`config.mk`:
```
export PLATFORM = sky130hd
export DESIGN_NAME = snow64_mem_arbiter_flat
export DESIGN_NICKNAME = d
export VERILOG_FILES = /design/src/rtl/snow64_mem_arbiter_if.sv /design/src/rtl/snow64_mem_arbiter.sv /design/src/flat_wrapper.sv
export SDC_FILE = /design/constraint.sdc
export NUM_CORES = 1
export LEC_CHECK = 0
export CAP_MARGIN = 40
export CORE_AREA = 2 2 584 586
export DETAILED_ROUTE_END_ITERATION = 12
export DIE_AREA = 0 0 586 588
export PLACE_DENSITY_LB_ADDON = 0.25
export SLEW_MARGIN = 0
export SYNTH_ARGS = -nofsm -noshare
export SYNTH_HDL_FRONTEND = slang
export SYNTH_SLANG_ARGS = --single-unit
```
`constraint.sdc`:
```
create_clock -name clk -period 5.2 [get_ports clk]
set_clock_uncertainty 0.1 [all_clocks]
set_input_delay 1.04 -clock clk [delete_from_list [all_inputs] [get_ports clk]]
set_output_delay 1.04 -clock clk [all_outputs]
set_load 0.05 [all_outputs]
```
`src/rtl/snow64_mem_arbiter_if.sv`:
```
// Bus bundle between the two cache requesters, the arbiter and the single-port line memory.
// Handshake: every req/valid here is a one-cycle pulse with no ready; fields ride with their pulse (or are held, for out_mem_*).
interface snow64_mem_arbiter_if #(
   parameter int unsigned WIDTH_ADDR = 64,
   parameter int unsigned WIDTH_LINE = 256
);
   logic                  in_icache_req;
   logic [WIDTH_ADDR-1:0] in_icache_addr;
   logic                  out_icache_valid;
   logic [WIDTH_LINE-1:0] out_icache_data;
   logic                  in_dcache_req;
   logic [WIDTH_ADDR-1:0] in_dcache_addr;
   logic                  in_dcache_we;
   logic [WIDTH_LINE-1:0] in_dcache_wdata;
   logic                  out_dcache_valid;
   logic [WIDTH_LINE-1:0] out_dcache_data;
   logic                  out_mem_req;
   logic [WIDTH_ADDR-1:0] out_mem_addr;
   logic                  out_mem_we;
   logic [WIDTH_LINE-1:0] out_mem_wdata;
   logic                  in_mem_valid;
   logic [WIDTH_LINE-1:0] in_mem_rdata;
   logic                  out_busy;

   modport slave (
      input  in_icache_req, in_icache_addr,
      input  in_dcache_req, in_dcache_addr, in_dcache_we, in_dcache_wdata,
      input  in_mem_valid, in_mem_rdata,
      output out_icache_valid, out_icache_data,
      output out_dcache_valid, out_dcache_data,
      output out_mem_req, out_mem_addr, out_mem_we, out_mem_wdata,
      output out_busy
   );

   modport master (
      output in_icache_req, in_icache_addr,
      output in_dcache_req, in_dcache_addr, in_dcache_we, in_dcache_wdata,
      output in_mem_valid, in_mem_rdata,
      input  out_icache_valid, out_icache_data,
      input  out_dcache_valid, out_dcache_data,
      input  out_mem_req, out_mem_addr, out_mem_we, out_mem_wdata,
      input  out_busy
   );
endinterface

```
`src/rtl/snow64_mem_arbiter.sv`:
```
// Round-robin arbiter sharing one line memory between icache and dcache, one transaction at a time.
// Requests are latched into per-requester pending slots and granted from the idle state one edge later.
module snow64_mem_arbiter #(
   parameter int unsigned WIDTH_ADDR = 64,
   parameter int unsigned WIDTH_LINE = 256
) (
   input  logic                clk,
   input  logic                rst_n,
   snow64_mem_arbiter_if.slave bus,
   output logic                out_dbg_state
);
   typedef enum logic {StIdle = 1'b0, StWaitForMem = 1'b1} state_t;
   localparam logic GntIcache = 1'b0;
   localparam logic GntDcache = 1'b1;

   state_t                state_q, state_d;
   logic                  i_pend_q, i_pend_d;
   logic [WIDTH_ADDR-1:0] i_addr_q, i_addr_d;
   logic                  d_pend_q, d_pend_d;
   logic [WIDTH_ADDR-1:0] d_addr_q, d_addr_d;
   logic                  d_we_q, d_we_d;
   logic [WIDTH_LINE-1:0] d_wdata_q, d_wdata_d;
   logic                  last_gnt_q, last_gnt_d;
   logic                  mem_req_q, mem_req_d;
   logic [WIDTH_ADDR-1:0] mem_addr_q, mem_addr_d;
   logic                  mem_we_q, mem_we_d;
   logic [WIDTH_LINE-1:0] mem_wdata_q, mem_wdata_d;
   logic                  i_valid_q, i_valid_d;
   logic [WIDTH_LINE-1:0] i_data_q, i_data_d;
   logic                  d_valid_q, d_valid_d;
   logic [WIDTH_LINE-1:0] d_data_q, d_data_d;
   logic                  busy, grant_i, grant_d, done_i, done_d;

   always_ff @(posedge clk or negedge rst_n) begin
      if (!rst_n) state_q <= StIdle;
      else        state_q <= state_d;
   end

   always_comb begin
      state_d = state_q;
      case (state_q)
         StIdle:       if (i_pend_q || d_pend_q) state_d = StWaitForMem;
         StWaitForMem: if (bus.in_mem_valid)     state_d = StIdle;
         default:      state_d = StIdle;
      endcase
   end

   // last_gnt_q doubles as the current grantee while a transaction is outstanding.
   always_comb begin
      busy    = (state_q == StWaitForMem);
      grant_i = (state_q == StIdle) && i_pend_q && (!d_pend_q || (last_gnt_q == GntDcache));
      grant_d = (state_q == StIdle) && d_pend_q && !grant_i;
      done_i  = busy && bus.in_mem_valid && (last_gnt_q == GntIcache);
      done_d  = busy && bus.in_mem_valid && (last_gnt_q == GntDcache);
   end

   always_comb begin
      i_pend_d    = i_pend_q;
      i_addr_d    = i_addr_q;
      d_pend_d    = d_pend_q;
      d_addr_d    = d_addr_q;
      d_we_d      = d_we_q;
      d_wdata_d   = d_wdata_q;
      last_gnt_d  = last_gnt_q;
      mem_req_d   = grant_i || grant_d;
      mem_addr_d  = mem_addr_q;
      mem_we_d    = mem_we_q;
      mem_wdata_d = mem_wdata_q;
      i_valid_d   = done_i;
      d_valid_d   = done_d;
      i_data_d    = i_data_q;
      d_data_d    = d_data_q;

      if (bus.in_icache_req && !i_pend_q) begin
         i_pend_d = 1'b1;
         i_addr_d = bus.in_icache_addr;
      end
      if (bus.in_dcache_req && !d_pend_q) begin
         d_pend_d  = 1'b1;
         d_addr_d  = bus.in_dcache_addr;
         d_we_d    = bus.in_dcache_we;
         d_wdata_d = bus.in_dcache_wdata;
      end

      if (grant_i) begin
         last_gnt_d  = GntIcache;
         mem_addr_d  = i_addr_q;
         mem_we_d    = 1'b0;
         mem_wdata_d = '0;
      end else if (grant_d) begin
         last_gnt_d  = GntDcache;
         mem_addr_d  = d_addr_q;
         mem_we_d    = d_we_q;
         mem_wdata_d = d_wdata_q;
      end

      if (done_i) begin
         i_pend_d = 1'b0;
         i_data_d = bus.in_mem_rdata;
      end
      // A write completion leaves the dcache data output untouched.
      if (done_d) begin
         d_pend_d = 1'b0;
         if (!mem_we_q) d_data_d = bus.in_mem_rdata;
      end
   end

   always_ff @(posedge clk or negedge rst_n) begin
      if (!rst_n) begin
         i_pend_q    <= 1'b0;
         i_addr_q    <= '0;
         d_pend_q    <= 1'b0;
         d_addr_q    <= '0;
         d_we_q      <= 1'b0;
         d_wdata_q   <= '0;
         last_gnt_q  <= GntDcache;
         mem_req_q   <= 1'b0;
         mem_addr_q  <= '0;
         mem_we_q    <= 1'b0;
         mem_wdata_q <= '0;
         i_valid_q   <= 1'b0;
         i_data_q    <= '0;
         d_valid_q   <= 1'b0;
         d_data_q    <= '0;
      end else begin
         i_pend_q    <= i_pend_d;
         i_addr_q    <= i_addr_d;
         d_pend_q    <= d_pend_d;
         d_addr_q    <= d_addr_d;
         d_we_q      <= d_we_d;
         d_wdata_q   <= d_wdata_d;
         last_gnt_q  <= last_gnt_d;
         mem_req_q   <= mem_req_d;
         mem_addr_q  <= mem_addr_d;
         mem_we_q    <= mem_we_d;
         mem_wdata_q <= mem_wdata_d;
         i_valid_q   <= i_valid_d;
         i_data_q    <= i_data_d;
         d_valid_q   <= d_valid_d;
         d_data_q    <= d_data_d;
      end
   end

   assign bus.out_icache_valid = i_valid_q;
   assign bus.out_icache_data  = i_data_q;
   assign bus.out_dcache_valid = d_valid_q;
   assign bus.out_dcache_data  = d_data_q;
   assign bus.out_mem_req      = mem_req_q;
   assign bus.out_mem_addr     = mem_addr_q;
   assign bus.out_mem_we       = mem_we_q;
   assign bus.out_mem_wdata    = mem_wdata_q;
   assign bus.out_busy         = busy;
   assign out_dbg_state        = state_q;
endmodule

```
`src/flat_wrapper.sv`:
```
// flat-port wrapper written by rule: the top's interface ports become plain ports
module snow64_mem_arbiter_flat 
#(
   parameter int unsigned WIDTH_ADDR = 64,
   parameter int unsigned WIDTH_LINE = 256
)
  (clk, rst_n, out_dbg_state, bus_in_icache_req, bus_in_icache_addr, bus_in_dcache_req, bus_in_dcache_addr, bus_in_dcache_we, bus_in_dcache_wdata, bus_in_mem_valid, bus_in_mem_rdata, bus_out_icache_valid, bus_out_icache_data, bus_out_dcache_valid, bus_out_dcache_data, bus_out_mem_req, bus_out_mem_addr, bus_out_mem_we, bus_out_mem_wdata, bus_out_busy);
  snow64_mem_arbiter_if #(.WIDTH_ADDR(WIDTH_ADDR), .WIDTH_LINE(WIDTH_LINE)) bus_i ();
  input  logic clk;
  input  logic rst_n;
  output logic out_dbg_state;
  input wire logic [$bits(bus_i.in_icache_req)-1:0] bus_in_icache_req;
  input wire logic [$bits(bus_i.in_icache_addr)-1:0] bus_in_icache_addr;
  input wire logic [$bits(bus_i.in_dcache_req)-1:0] bus_in_dcache_req;
  input wire logic [$bits(bus_i.in_dcache_addr)-1:0] bus_in_dcache_addr;
  input wire logic [$bits(bus_i.in_dcache_we)-1:0] bus_in_dcache_we;
  input wire logic [$bits(bus_i.in_dcache_wdata)-1:0] bus_in_dcache_wdata;
  input wire logic [$bits(bus_i.in_mem_valid)-1:0] bus_in_mem_valid;
  input wire logic [$bits(bus_i.in_mem_rdata)-1:0] bus_in_mem_rdata;
  output wire logic [$bits(bus_i.out_icache_valid)-1:0] bus_out_icache_valid;
  output wire logic [$bits(bus_i.out_icache_data)-1:0] bus_out_icache_data;
  output wire logic [$bits(bus_i.out_dcache_valid)-1:0] bus_out_dcache_valid;
  output wire logic [$bits(bus_i.out_dcache_data)-1:0] bus_out_dcache_data;
  output wire logic [$bits(bus_i.out_mem_req)-1:0] bus_out_mem_req;
  output wire logic [$bits(bus_i.out_mem_addr)-1:0] bus_out_mem_addr;
  output wire logic [$bits(bus_i.out_mem_we)-1:0] bus_out_mem_we;
  output wire logic [$bits(bus_i.out_mem_wdata)-1:0] bus_out_mem_wdata;
  output wire logic [$bits(bus_i.out_busy)-1:0] bus_out_busy;
  assign bus_i.in_icache_req = bus_in_icache_req;
  assign bus_i.in_icache_addr = bus_in_icache_addr;
  assign bus_i.in_dcache_req = bus_in_dcache_req;
  assign bus_i.in_dcache_addr = bus_in_dcache_addr;
  assign bus_i.in_dcache_we = bus_in_dcache_we;
  assign bus_i.in_dcache_wdata = bus_in_dcache_wdata;
  assign bus_i.in_mem_valid = bus_in_mem_valid;
  assign bus_i.in_mem_rdata = bus_in_mem_rdata;
  assign bus_out_icache_valid = bus_i.out_icache_valid;
  assign bus_out_icache_data = bus_i.out_icache_data;
  assign bus_out_dcache_valid = bus_i.out_dcache_valid;
  assign bus_out_dcache_data = bus_i.out_dcache_data;
  assign bus_out_mem_req = bus_i.out_mem_req;
  assign bus_out_mem_addr = bus_i.out_mem_addr;
  assign bus_out_mem_we = bus_i.out_mem_we;
  assign bus_out_mem_wdata = bus_i.out_mem_wdata;
  assign bus_out_busy = bus_i.out_busy;
  snow64_mem_arbiter #(.WIDTH_ADDR(WIDTH_ADDR), .WIDTH_LINE(WIDTH_LINE)) u_core (.clk(clk), .rst_n(rst_n), .bus(bus_i), .out_dbg_state(out_dbg_state));
endmodule
```
### Yosys cells after proc, flatten, opt, wreduce, memory -nomap -nowiden

Index checks and enable logic that the tools add are counted.

| word-level totals | value |
|---|---|
| register bits after elaboration | 1225 |
| logic and storage cells | 53 |

| cells by class | value |
|---|---|
| mux-type cells | 15 |
| bitwise gates (word level) | 3 |
| reductions and logical operators | 19 |

Operators by type and width:

| kind | count |
|---|---|
| 2-to-1 mux 256 bit | 2 |
| 2-to-1 mux 64 bit | 2 |
| 2-to-1 mux 1 bit | 10 |
| logical AND 1 bit | 9 |
| nonzero test 2 bit | 3 |
| zero test 1 bit | 3 |
| logical OR 1 bit | 3 |
| NOT 1 bit | 3 |
| one-hot mux 1 bit (2 select lines) | 1 |
| AND reduction 2 bit | 1 |

### Longest topological paths before layout

Gate-level depths: netlist (run 1).

| depth | value |
|---|---|
| depth after elaboration | 7 |
| depth in mapped cells | 7 |
| gate-level depth less buffers | 5 |

### Worst setup path before layout (run 1)

No wires, ideal clock.

| timing | value |
|---|---|
| kind | input to register |
| from | input port bus_in_dcache_req |
| to | register u_core.d_wdata_q[165] |
| setup time | 0.125 ns |
| data arrival time | 2.141 ns |
| data required time | 4.975 ns |
| path slack | 2.835 ns |
| cell stages on the path | 5 |
| buffers on the path | 3 |
| cells stage by stage | nor2b_1 > clkbuf_1 > clkbuf_1 > buf_2 > mux2_2 |

| on the way | value |
|---|---|
| longest elaborated chain between the ends | 1 |

RTL lines:

| element | RTL line | RTL |
|---|---|---|
| start: declaration | flat_wrapper.sv:14 | `input wire logic [$bits(bus_i.in_dcache_req)-1:0] bus_in_dcache_req;` |
| logical AND 1 bit | snow64_mem_arbiter.sv:78 | `if (bus.in_dcache_req && !d_pend_q) begin` |
| end signal: assignment | snow64_mem_arbiter.sv:131 | `d_wdata_q <= d_wdata_d;` |
| end: declaration | snow64_mem_arbiter.sv:22 | `logic [WIDTH_LINE-1:0] d_wdata_q, d_wdata_d;` |

No other way between the ends.
A chain may end at the register's enable or synchronous reset.

### Worst setup path after layout (run 1)

| timing | value |
|---|---|
| from | register u_core.state_q, in the netlist u_core.bus.out_busy |
| to | output port out_dbg_state |

RTL lines:

| element | RTL line | RTL |
|---|---|---|
| start: declaration | snow64_mem_arbiter.sv:16 | `state_t state_q, state_d;` |
| start signal: assignment | snow64_mem_arbiter.sv:35 | `if (!rst_n) state_q <= StIdle;` |
| start signal: assignment | snow64_mem_arbiter.sv:36 | `else state_q <= state_d;` |
| end: declaration | flat_wrapper.sv:11 | `output logic out_dbg_state;` |

No word-level cell between the ends.

==> impl_metrics.env, run 1 <==
export IMPL_cts_buffer_depth=4
export IMPL_area_growth_synth_to_final_pct=58.15
export IMPL_grt_pass1_wl_um=326200
export IMPL_core_um2=338400
export IMPL_rsz0062_at_grt="false"
export IMPL_synth_compound_area_share_pct=7.772
export IMPL_synth_area_top_cells="dfrtp_1 (67%), mux2_2 (16%), mux2_1 (5.0%)"
export IMPL_grt_pass1_vias=34290
export IMPL_async_flop_share_pct=100.0
export IMPL_relSlewSlack_pct=20.90
export IMPL_ys_warn_count=0
export IMPL_track_usage_pct=13.80
export IMPL_fp_dieH_um=588
export IMPL_syn_inst=2869
export IMPL_slowest_stage="clkdlybuf4s50_1"
export IMPL_initial_core_util_pct=13.54
export IMPL_clk_latency_ns=0.83
export IMPL_fin_crit_ns=3.688
export IMPL_cts_clk_slew_worst_paths_ns=0.06
export IMPL_post_route_util_pct=21.42
export IMPL_status="complete, no violations"
export IMPL_critPathTopFamily="buffers and inverters"
export IMPL_place_ws_ns=1.514
export IMPL_synth_most_common_cell="dfrtp_1"
export IMPL_setup_slack_ns=1.512
export IMPL_antenna_found_initial=131
export IMPL_max_stage_delay_ns=1.02
export IMPL_hpwl_um=191600
export IMPL_worst_path_buf_inv=1
export IMPL_hold_viol=0
export IMPL_muxShareOfSynthArea_pct=22.37
export IMPL_htreeDepth=4
export IMPL_post_cts_buffers=0
export IMPL_cts_buffers=161
export IMPL_synth_top_family_by_area="multiplexers"
export IMPL_cp_max_fo=7
export IMPL_num_vias=32390
export IMPL_fin_nets=5070
export IMPL_path_cells="clkdlybuf4s50_1"
export IMPL_cts_hold_buf=0
export IMPL_tns_ns=0
export IMPL_row_count=214
export IMPL_antenna_left=0
export IMPL_cap_violations=0
export IMPL_worst_pin_slew_ns=1.186
export IMPL_routabilityCongestion=0.8389
export IMPL_synth_area_um2=45830
export IMPL_grt_ovfl_total=0
export IMPL_ir_worst_vdd_mv=0.4100
export IMPL_stdcell_count=9113
export IMPL_cts_resized=0
export IMPL_synth_common_cells="dfrtp_1 (1224), mux2_2 (654), a22o_1 (257)"
export IMPL_p_total_uw=58450
export IMPL_grt_max_degree=136
export IMPL_start_kind="register"
export IMPL_synth_cell_types=23
export IMPL_synthAdderAreaFrac_pct=0
export IMPL_synth_top_area_share_pct=66.83
export IMPL_synth_avg_cell_area_um2=15.98
export IMPL_multi_input_area_um2=14170
export IMPL_fin_crit_sh_pct=70.92
export IMPL_clock_root_buffer="clkbuf_16"
export IMPL_power_leakage_uw=0.02915
export IMPL_synth_top_area_cell="dfrtp_1"
export IMPL_criticalPathCategory="register to primary output"
export IMPL_register_area_um2=30660
export IMPL_synth_net_count=3515
export IMPL_num_fill_cells=36220
export IMPL_max_freq_mhz=271.2
export IMPL_power_density_nw_per_um2=806.4
export IMPL_boundaryPins=1484
export IMPL_cts_sinks=1225
export IMPL_slew_viol_final=0
export IMPL_end_kind="primary output"
export IMPL_die_area_um2=344600
export IMPL_finalWirelength_um=245800
export IMPL_cp_data_required_time_ns=4.06
export IMPL_post_route_drc_count=0
export IMPL_setup_violations=0
export IMPL_cts_tree="yes"
export IMPL_synth_xor_xnor_area_share_pct=0
export IMPL_synth_simple_area_share_pct=0.6606
export IMPL_synth_yosys_seq_area_share_pct=66.88
export IMPL_firstDrtPassIters=6
export IMPL_drt_iter0_markers=1444
export IMPL_worstPathArrival_ns=2.55
export IMPL_ys_ff_latch=1225
export IMPL_holdCritPathClass="input pin to async pin"
export IMPL_drive_gt1_share_pct=24.03
export IMPL_synth_edff_count=0
export IMPL_synth_top_flop_cell="dfrtp_1"
export IMPL_post_drt_wl_per_cell_um=26.97
export IMPL_dieWidth_um=586
export IMPL_via_per_inst=3.555
export IMPL_portBuffers=1483
export IMPL_placed_cells=8797
## routing by layer
metal,vias to the layer above,GRT usage [%],part of all wire (%)
met4,72,2.697,1.9
met3,331,5.908,10
met1,16940,16.56,40
met5,-,0,0.18
li1,13690,-,-
met2,1363,22.88,47
## power breakdown
| part | switching (uW) | total (uW) | internal [uW] |
|---|---|---|---|
| logic | 19200 | 29900 | 10800 |
| registers | 2860 | 17100 | 14200 |
| clock network | 4720 | 11400 | 6690 |
## worst register-to-register path: stages, from the launching register on
cell,delay [ns]
dfstp_2,0.62
buf_4,0.49
buf_4,0.49
a211oi_4,0.25
buf_12,0.25
a22o_1,0.86
## kinds of logic (layout without fill, tap and decap cells)
group | after synthesis | count (layout)
compound gates | 453 | 453
buf+inv | 218 | 1898
flops | 1225 | 1225
mux | 897 | 897
other cells | 0 | 28
simple gates | 76 | 76
## layout make-up
type	count	area share [%]
multi-input cells	1426	19.55
repair buffers	1606	22.86
diodes	28	0.09666
inverters	4	0.02417
clock inverters	65	1.036
clock buffers	223	6.309
flip-flops and latches	1225	42.29
well taps	4536	7.830
## registers in the layout, summed over array words and instances, names as in the netlist
register / cells
u_core.bus.out_busy: 1
u_core.bus.out_dcache_data: 256
u_core.bus.out_dcache_valid: 1
u_core.bus.out_icache_data: 256
u_core.bus.out_icache_valid: 1
u_core.bus.out_mem_addr: 64
u_core.bus.out_mem_req: 1
u_core.bus.out_mem_wdata: 256
u_core.bus.out_mem_we: 1
u_core.d_addr_q: 64
u_core.d_pend_q: 1
u_core.d_wdata_q: 256
u_core.d_we_q: 1
u_core.i_addr_q: 64
u_core.i_pend_q: 1
u_core.last_gnt_q: 1
## placed cells by master, fill, tap and decap left out, drive strengths merged, types with 3 or more instances in the layout
cell type      count
diode             28
inv               10
dfrtp           1224
a22o             257
clkbuf           223
o2111ai           64
clkdlybuf4s50   1477
buf              129
nor2              68
bufinv            10
o21ai             66
clkinvlp          10
mux2             897
clkinv            39
a31oi             64
nor2b              3
## final timing paths
kind / from / to / slack, ns / cells past startpoint
worst max-delay path: u_core.bus.out_busy / out_dbg_state / 1.51 / 1
worst min-delay path: rst_n / u_core.bus.out_mem_req / 0.08 / 1
worst max register to register: u_core.last_gnt_q / u_core.bus.out_mem_wdata[118] / 2.04 / 5
worst min register to register: u_core.d_we_q / u_core.bus.out_mem_we / 0.37 / 1
max in group asynchronous: rst_n / u_core.bus.out_mem_wdata[45] / 3.46 / 2
min in group clk: u_core.d_we_q / u_core.bus.out_mem_we / 0.37 / 1
## stage by stage
step,instance area [um2],hold WS (ns)
floorplan,45830,0.3620
global placement,66170,0.3725
detailed placement,67090,0.3756
CTS,72420,0.01558
global route,72430,0.05985
finish,72490,0.07569
(Power assumes the default switching activity.)
==> inputs of run 2 (changes only) <==
Settings changed: CORE_AREA 2 2 584 586 to 2 2 583 585, DIE_AREA 0 0 586 588 to 0 0 585 587.
Clock period 5.2 ns to 3.3 ns, I/O delays scaled along.
==> run 2 against run 1 <==
Net effect:
- global-route usage hardly changed
- critical path depth stayed put
- count of clock-buffer cells in the layout is 13 higher
- via count is 0.15% lower
- clock power is 60% higher
- sequential cell count stayed put
- register-to-register slack worse by 1.2 ns
- design area is 0.37% lower
- sequential share of layout area is 0.16 points higher
- hold slack better by 0.24 ns
- first-iteration DRC count is 7.1% lower
- combinational power is 55% higher
==> impl_metrics.env, run 2 (same netlist as run 1, synthesis figures left out) <==
export IMPL_end_kind="primary output"
export IMPL_start_kind="register"
export IMPL_rsz0062_at_grt="false"
export IMPL_r2r_end="u_core.bus.out_dcache_data[3]"
export IMPL_row_count=214
export IMPL_power_leakage_uw=0.02918
export IMPL_cp_depth=1
export IMPL_rr_startpoint="u_core.last_gnt_q"
export IMPL_layout_common_cells="clkdlybuf4s50_1 (1420), dfrtp_1 (1223), mux2_2 (654), a22o_1 (257), mux2_1 (203)"
export IMPL_crit_path_start="u_core.bus.out_busy"
export IMPL_tns_ns=0
export IMPL_grt_max_degree=97
export IMPL_fp_dieH_um=587
export IMPL_place_ws_ns=0.3034
export IMPL_num_vias=32350
export IMPL_die_area_um2=343400
export IMPL_track_usage_pct=13.79
export IMPL_antenna_found_initial=112
export IMPL_criticalPathCategory="register to primary output"
export IMPL_slowest_stage="clkdlybuf4s50_1"
export IMPL_cts_tree="yes"
export IMPL_relSlewSlack_pct=40.14
export IMPL_grt_pass1_vias=34800
export IMPL_dieWidth_um=585
export IMPL_cts_buffers=163
export IMPL_cp_data_required_time_ns=2.54
export IMPL_crit_path_end="bus_out_busy"
export IMPL_holdCritPathClass="input pin to register"
export IMPL_ir_worst_vdd_mv=0.4451
export IMPL_fin_crit_sh_pct=95.28
export IMPL_post_drt_wl_per_cell_um=26.79
export IMPL_htreeDepth=4
export IMPL_cts_clk_slew_worst_paths_ns=0.06
export IMPL_drive_gt1_share_pct=25.30
export IMPL_grt_ovfl_total=0
export IMPL_post_route_drc_count=0
export IMPL_fin_crit_ns=3.144
export IMPL_setup_slack_ns=0.1559
export IMPL_portBuffers=1483
export IMPL_via_per_inst=3.546
export IMPL_grt_pass1_wl_um=326500
export IMPL_hold_viol=0
export IMPL_clk_latency_ns=0.84
export IMPL_core_um2=337900
export IMPL_boundaryPins=1484
export IMPL_r2r_setup_slack_ns=0.85
export IMPL_antenna_left=0
export IMPL_hpwl_um=191600
export IMPL_critPathTopFamily="buffers and inverters"
export IMPL_cts_sinks=1225
export IMPL_worstPathArrival_ns=2.38
export IMPL_num_fill_cells=36120
export IMPL_drt_iter0_markers=1341
export IMPL_clock_root_buffer="clkbuf_16"
export IMPL_rr_worst_depth=5
export IMPL_final_common_cell="clkdlybuf4s50_1"
export IMPL_finalWirelength_um=244400
export IMPL_cp_max_fo=7
export IMPL_path_cells="clkdlybuf4s50_1"
export IMPL_max_freq_mhz=318.1
export IMPL_worst_path_buf_inv=1
export IMPL_setup_violations=0
export IMPL_cts_buffer_depth=4
export IMPL_cap_violations=0
export IMPL_status="complete, no violations"
export IMPL_firstDrtPassIters=5
export IMPL_max_stage_delay_ns=0.97
export IMPL_register_area_um2=30660
export IMPL_multi_input_area_um2=14170
export IMPL_area_growth_synth_to_final_pct=57.57
export IMPL_fin_nets=5076
export IMPL_slew_viol_final=0
export IMPL_initial_core_util_pct=13.56
export IMPL_power_density_nw_per_um2=1272
export IMPL_worst_pin_slew_ns=0.8978
export IMPL_routabilityCongestion=0.8272
## run 2: cell count changes in the layout (fill, tap and decap cells not counted), sizes merged
cell | previous run | this run
bufinv | 10 | 9
clkinv | 39 | 28
clkinvlp | 10 | 7
dlygate4sd3 | 0 | 1
inv | 10 | 16
diode | 28 | 30
clkdlybuf4s50 | 1477 | 1420
buf | 129 | 189
clkbuf | 223 | 236
## run 2: layer usage
| layer | up-vias | share of wire, % | global-route usage, % |
|---|---|---|---|
| li1 | 13730 | - | - |
| met4 | 76 | 2.0 | 2.944 |
| met5 | - | 0.19 | 0 |
| met3 | 336 | 8.5 | 4.935 |
| met1 | 16970 | 40 | 16.47 |
| met2 | 1236 | 49 | 23.58 |
## run 2: repair_timing
item | CTS | global route
buffers inserted | 0 | 0
hold buffers | 1 | 0
resized for setup | 0 | 0
endpoints found under the hold margin | 45 | 0
## run 2: worst min-delay path by stage
| stage | end | cells past startpoint | slack [ns] | start |
|---|---|---|---|---|
| final | u_core.d_wdata_q[240] | 2 | 0.31 | bus_in_dcache_wdata[240] |
| after global routing | u_core.d_wdata_q[212] | 2 | 0.23 | bus_in_dcache_wdata[212] |
| after CTS | u_core.d_wdata_q[127] | 2 | 0.19 | bus_in_dcache_wdata[127] |
| after detailed placement | u_core.bus.out_mem_wdata[158] | 1 | 0.37 | u_core.d_wdata_q[158] |
| after global placement | u_core.bus.out_mem_wdata[89] | 1 | 0.37 | u_core.d_wdata_q[89] |
| after floorplan | u_core.bus.out_busy | 0 | 0.26 | rst_n |
## run 2: metrics by stage
step | hold slack, ns | cells | util, % | total power, uW | cell area, um2
6_report | 0.3110 | 9123 | 21.37 | 91890 | 72220
5_1_grt | 0.2256 | 9104 | 21.36 | 96210 | 72170
4_1_cts | 0.1943 | 9093 | 21.35 | 93880 | 72150
3_5_place_dp | 0.3737 | 8800 | 19.74 | 74870 | 66720
3_3_place_gp | 0.3709 | 8795 | 19.72 | 74480 | 66620
2_1_floorplan | 0.2644 | 2869 | - | 54230 | 45830
## run 2: where the power goes
group / leakage (uW) / total [uW] / switching, uW / internal [uW]
clock: 0.00265 / 18200 / 7470 / 10800
combinational: 0.0118 / 46400 / 30100 / 16300
sequential: 0.0148 / 27300 / 4870 / 22400
total: 0.0292 / 91900 / 42400 / 49500
## run 2: cell type report
type,count,share of cell area (%)
Timing Repair Buffer,1610,22.45
Sequential cell,1225,42.45
Clock inverter,56,0.9286
Clock buffer,236,6.571
Multi-Input combinational cell,1426,19.62
Tap cell,4536,7.858
Inverter,4,0.02425
Antenna cell,30,0.1039
==> inputs of run 3 (changes only) <==
Settings changed: SKIP_LAST_GASP from default to 1, SLEW_MARGIN 0 to 20.
==> run 3 against run 2 <==
Net effect:
- hold slack better by 0.0078 ns
- die area unchanged
- sequential cell count unchanged
==> impl_metrics.env, run 3 (same netlist as run 1, synthesis figures left out) <==
export IMPL_drive_gt1_share_pct=25.25
export IMPL_layout_common_cells="clkdlybuf4s50_1 (1419), dfrtp_1 (1223), mux2_2 (654), a22o_1 (257), mux2_1 (203)"
export IMPL_hpwl_um=191600
export IMPL_cts_clk_slew_worst_paths_ns=0.06
export IMPL_post_drt_wl_per_cell_um=26.81
export IMPL_track_usage_pct=13.79
export IMPL_holdCritPathClass="input pin to register"
export IMPL_gr_usage_met1_pct=16.37
export IMPL_grt_busiest_layer="met2"
export IMPL_row_count=214
export IMPL_clk_latency_ns=0.83
export IMPL_cts_buffers=162
export IMPL_tns_ns=0
export IMPL_worstPathArrival_ns=2.37
export IMPL_power_density_nw_per_um2=1274
export IMPL_post_cts_buffers=0
export IMPL_drt_iter0_markers=1282
export IMPL_fin_nets=5075
export IMPL_use_met3_pct=5.028
export IMPL_end_kind="primary output"
export IMPL_routabilityCongestion=0.8272
export IMPL_path_cells="clkdlybuf4s50_1"
export IMPL_fin_crit_sh_pct=94.89
export IMPL_worst_path_buf_inv=1
export IMPL_slowest_stage="clkdlybuf4s50_1"
export IMPL_num_vias=32320
export IMPL_criticalPathCategory="register to primary output"
export IMPL_setup_violations=0
export IMPL_post_route_drc_count=0
export IMPL_start_kind="register"
export IMPL_clock_root_buffer="clkbuf_16"
export IMPL_antenna_found_initial=110
export IMPL_status="complete, no violations"
export IMPL_firstDrtPassIters=4
export IMPL_cts_tree="yes"
export IMPL_num_fill_cells=36070
export IMPL_cp_data_required_time_ns=2.54
export IMPL_max_stage_delay_ns=0.96
export IMPL_cap_violations=0
export IMPL_grt_util_met2_pct=23.59
export IMPL_worst_pin_slew_ns=0.9096
export IMPL_power_leakage_uw=0.02921
export IMPL_whs_ns=0.3187
export IMPL_ir_worst_vdd_mv=0.5612
export IMPL_cts_buffer_depth=4
export IMPL_finalWirelength_um=244300
export IMPL_grt_max_degree=97
export IMPL_initial_core_util_pct=13.56
export IMPL_portBuffers=1483
export IMPL_slew_viol_final=0
export IMPL_cts_sinks=1225
export IMPL_via_per_inst=3.546
export IMPL_antenna_left=0
export IMPL_boundaryPins=1484
export IMPL_area_growth_synth_to_final_pct=57.70
export IMPL_final_common_cell="clkdlybuf4s50_1"
export IMPL_max_freq_mhz=319.4
export IMPL_core_um2=337900
export IMPL_grt_pass1_wl_um=326700
export IMPL_fp_dieH_um=587
export IMPL_relSlewSlack_pct=39.36
export IMPL_die_area_um2=343400
export IMPL_htreeDepth=4
export IMPL_cp_max_fo=7
export IMPL_rsz0062_at_grt="false"
export IMPL_hold_viol=0
export IMPL_grt_pass1_vias=34710
export IMPL_grt_ovfl_total=0
export IMPL_critPathTopFamily="buffers and inverters"
export IMPL_dieWidth_um=585
export IMPL_fin_crit_ns=3.131
## run 3: what timing repair did
item | CTS | global route
hold endpoints to repair | 45 | 0
hold buffers | 1 | 0
resized for setup | 1 | 0
setup endpoints to repair | 1 | 0
## run 3: area by class of cell
type,instances,area (um2),share of cell area [%]
sequential,1225,30660,42.41
timing repair buffer,1610,16200,22.42
multi-input combinational,1426,14170,19.60
tap,4536,5675,7.852
clock buffer,233,4702,6.505
clock inverter,53,785.8,1.087
antenna,28,70.07,0.09694
inverter,4,17.52,0.02423
## run 3: metal layers
layer  wire [um]  share of wire, %  up-vias
met4        4956               2.0       74
met3       22280               9.1      343
li1            -                 -    13720
met2      119400                49     1306
met5         462              0.19        -
met1       97290                40    16880
## run 3: worst reg2reg max path: stages (launching register included)
cell and delay [ns]:
dfstp_2 0.82, or2_4 0.43, buf_12 0.29, buf_4 0.36, mux2_2 0.38
## run 3: final timing paths
path,startpoint,end,slack (ns),cells after the start
max in group asynchronous,rst_n,u_core.bus.out_icache_data[36],1.62,3
min in group asynchronous,rst_n,u_core.i_addr_q[38],0.43,2
worst min register to register,u_core.d_wdata_q[154],u_core.bus.out_mem_wdata[154],0.38,1
worst min-delay path,bus_in_dcache_wdata[240],u_core.d_wdata_q[240],0.32,2
worst max register to register,u_core.last_gnt_q,u_core.bus.out_icache_data[142],0.84,4
worst max-delay path,u_core.bus.out_busy,bus_out_busy,0.17,1
## run 3: per-stage QoR
| step | instance area [um2] | power (uW) | setup slack (ns) | std cells | util, % |
|---|---|---|---|---|---|
| floorplan | 45830 | 54230 | 1.277 | 2869 | - |
| global placement | 66620 | 74480 | 0.3131 | 8795 | 19.72 |
| detailed placement | 66710 | 74860 | 0.3082 | 8800 | 19.74 |
| CTS | 72210 | 94170 | 0.02924 | 9087 | 21.37 |
| global route | 72230 | 96430 | 0.03724 | 9096 | 21.38 |
| finish | 72280 | 92080 | 0.1687 | 9115 | 21.39 |
## run 3: power breakdown
group          internal (uW)  switching (uW)  total (uW)
logic                  16300           30100       46300
registers              22400            4850       27300
clock network          11000            7460       18400
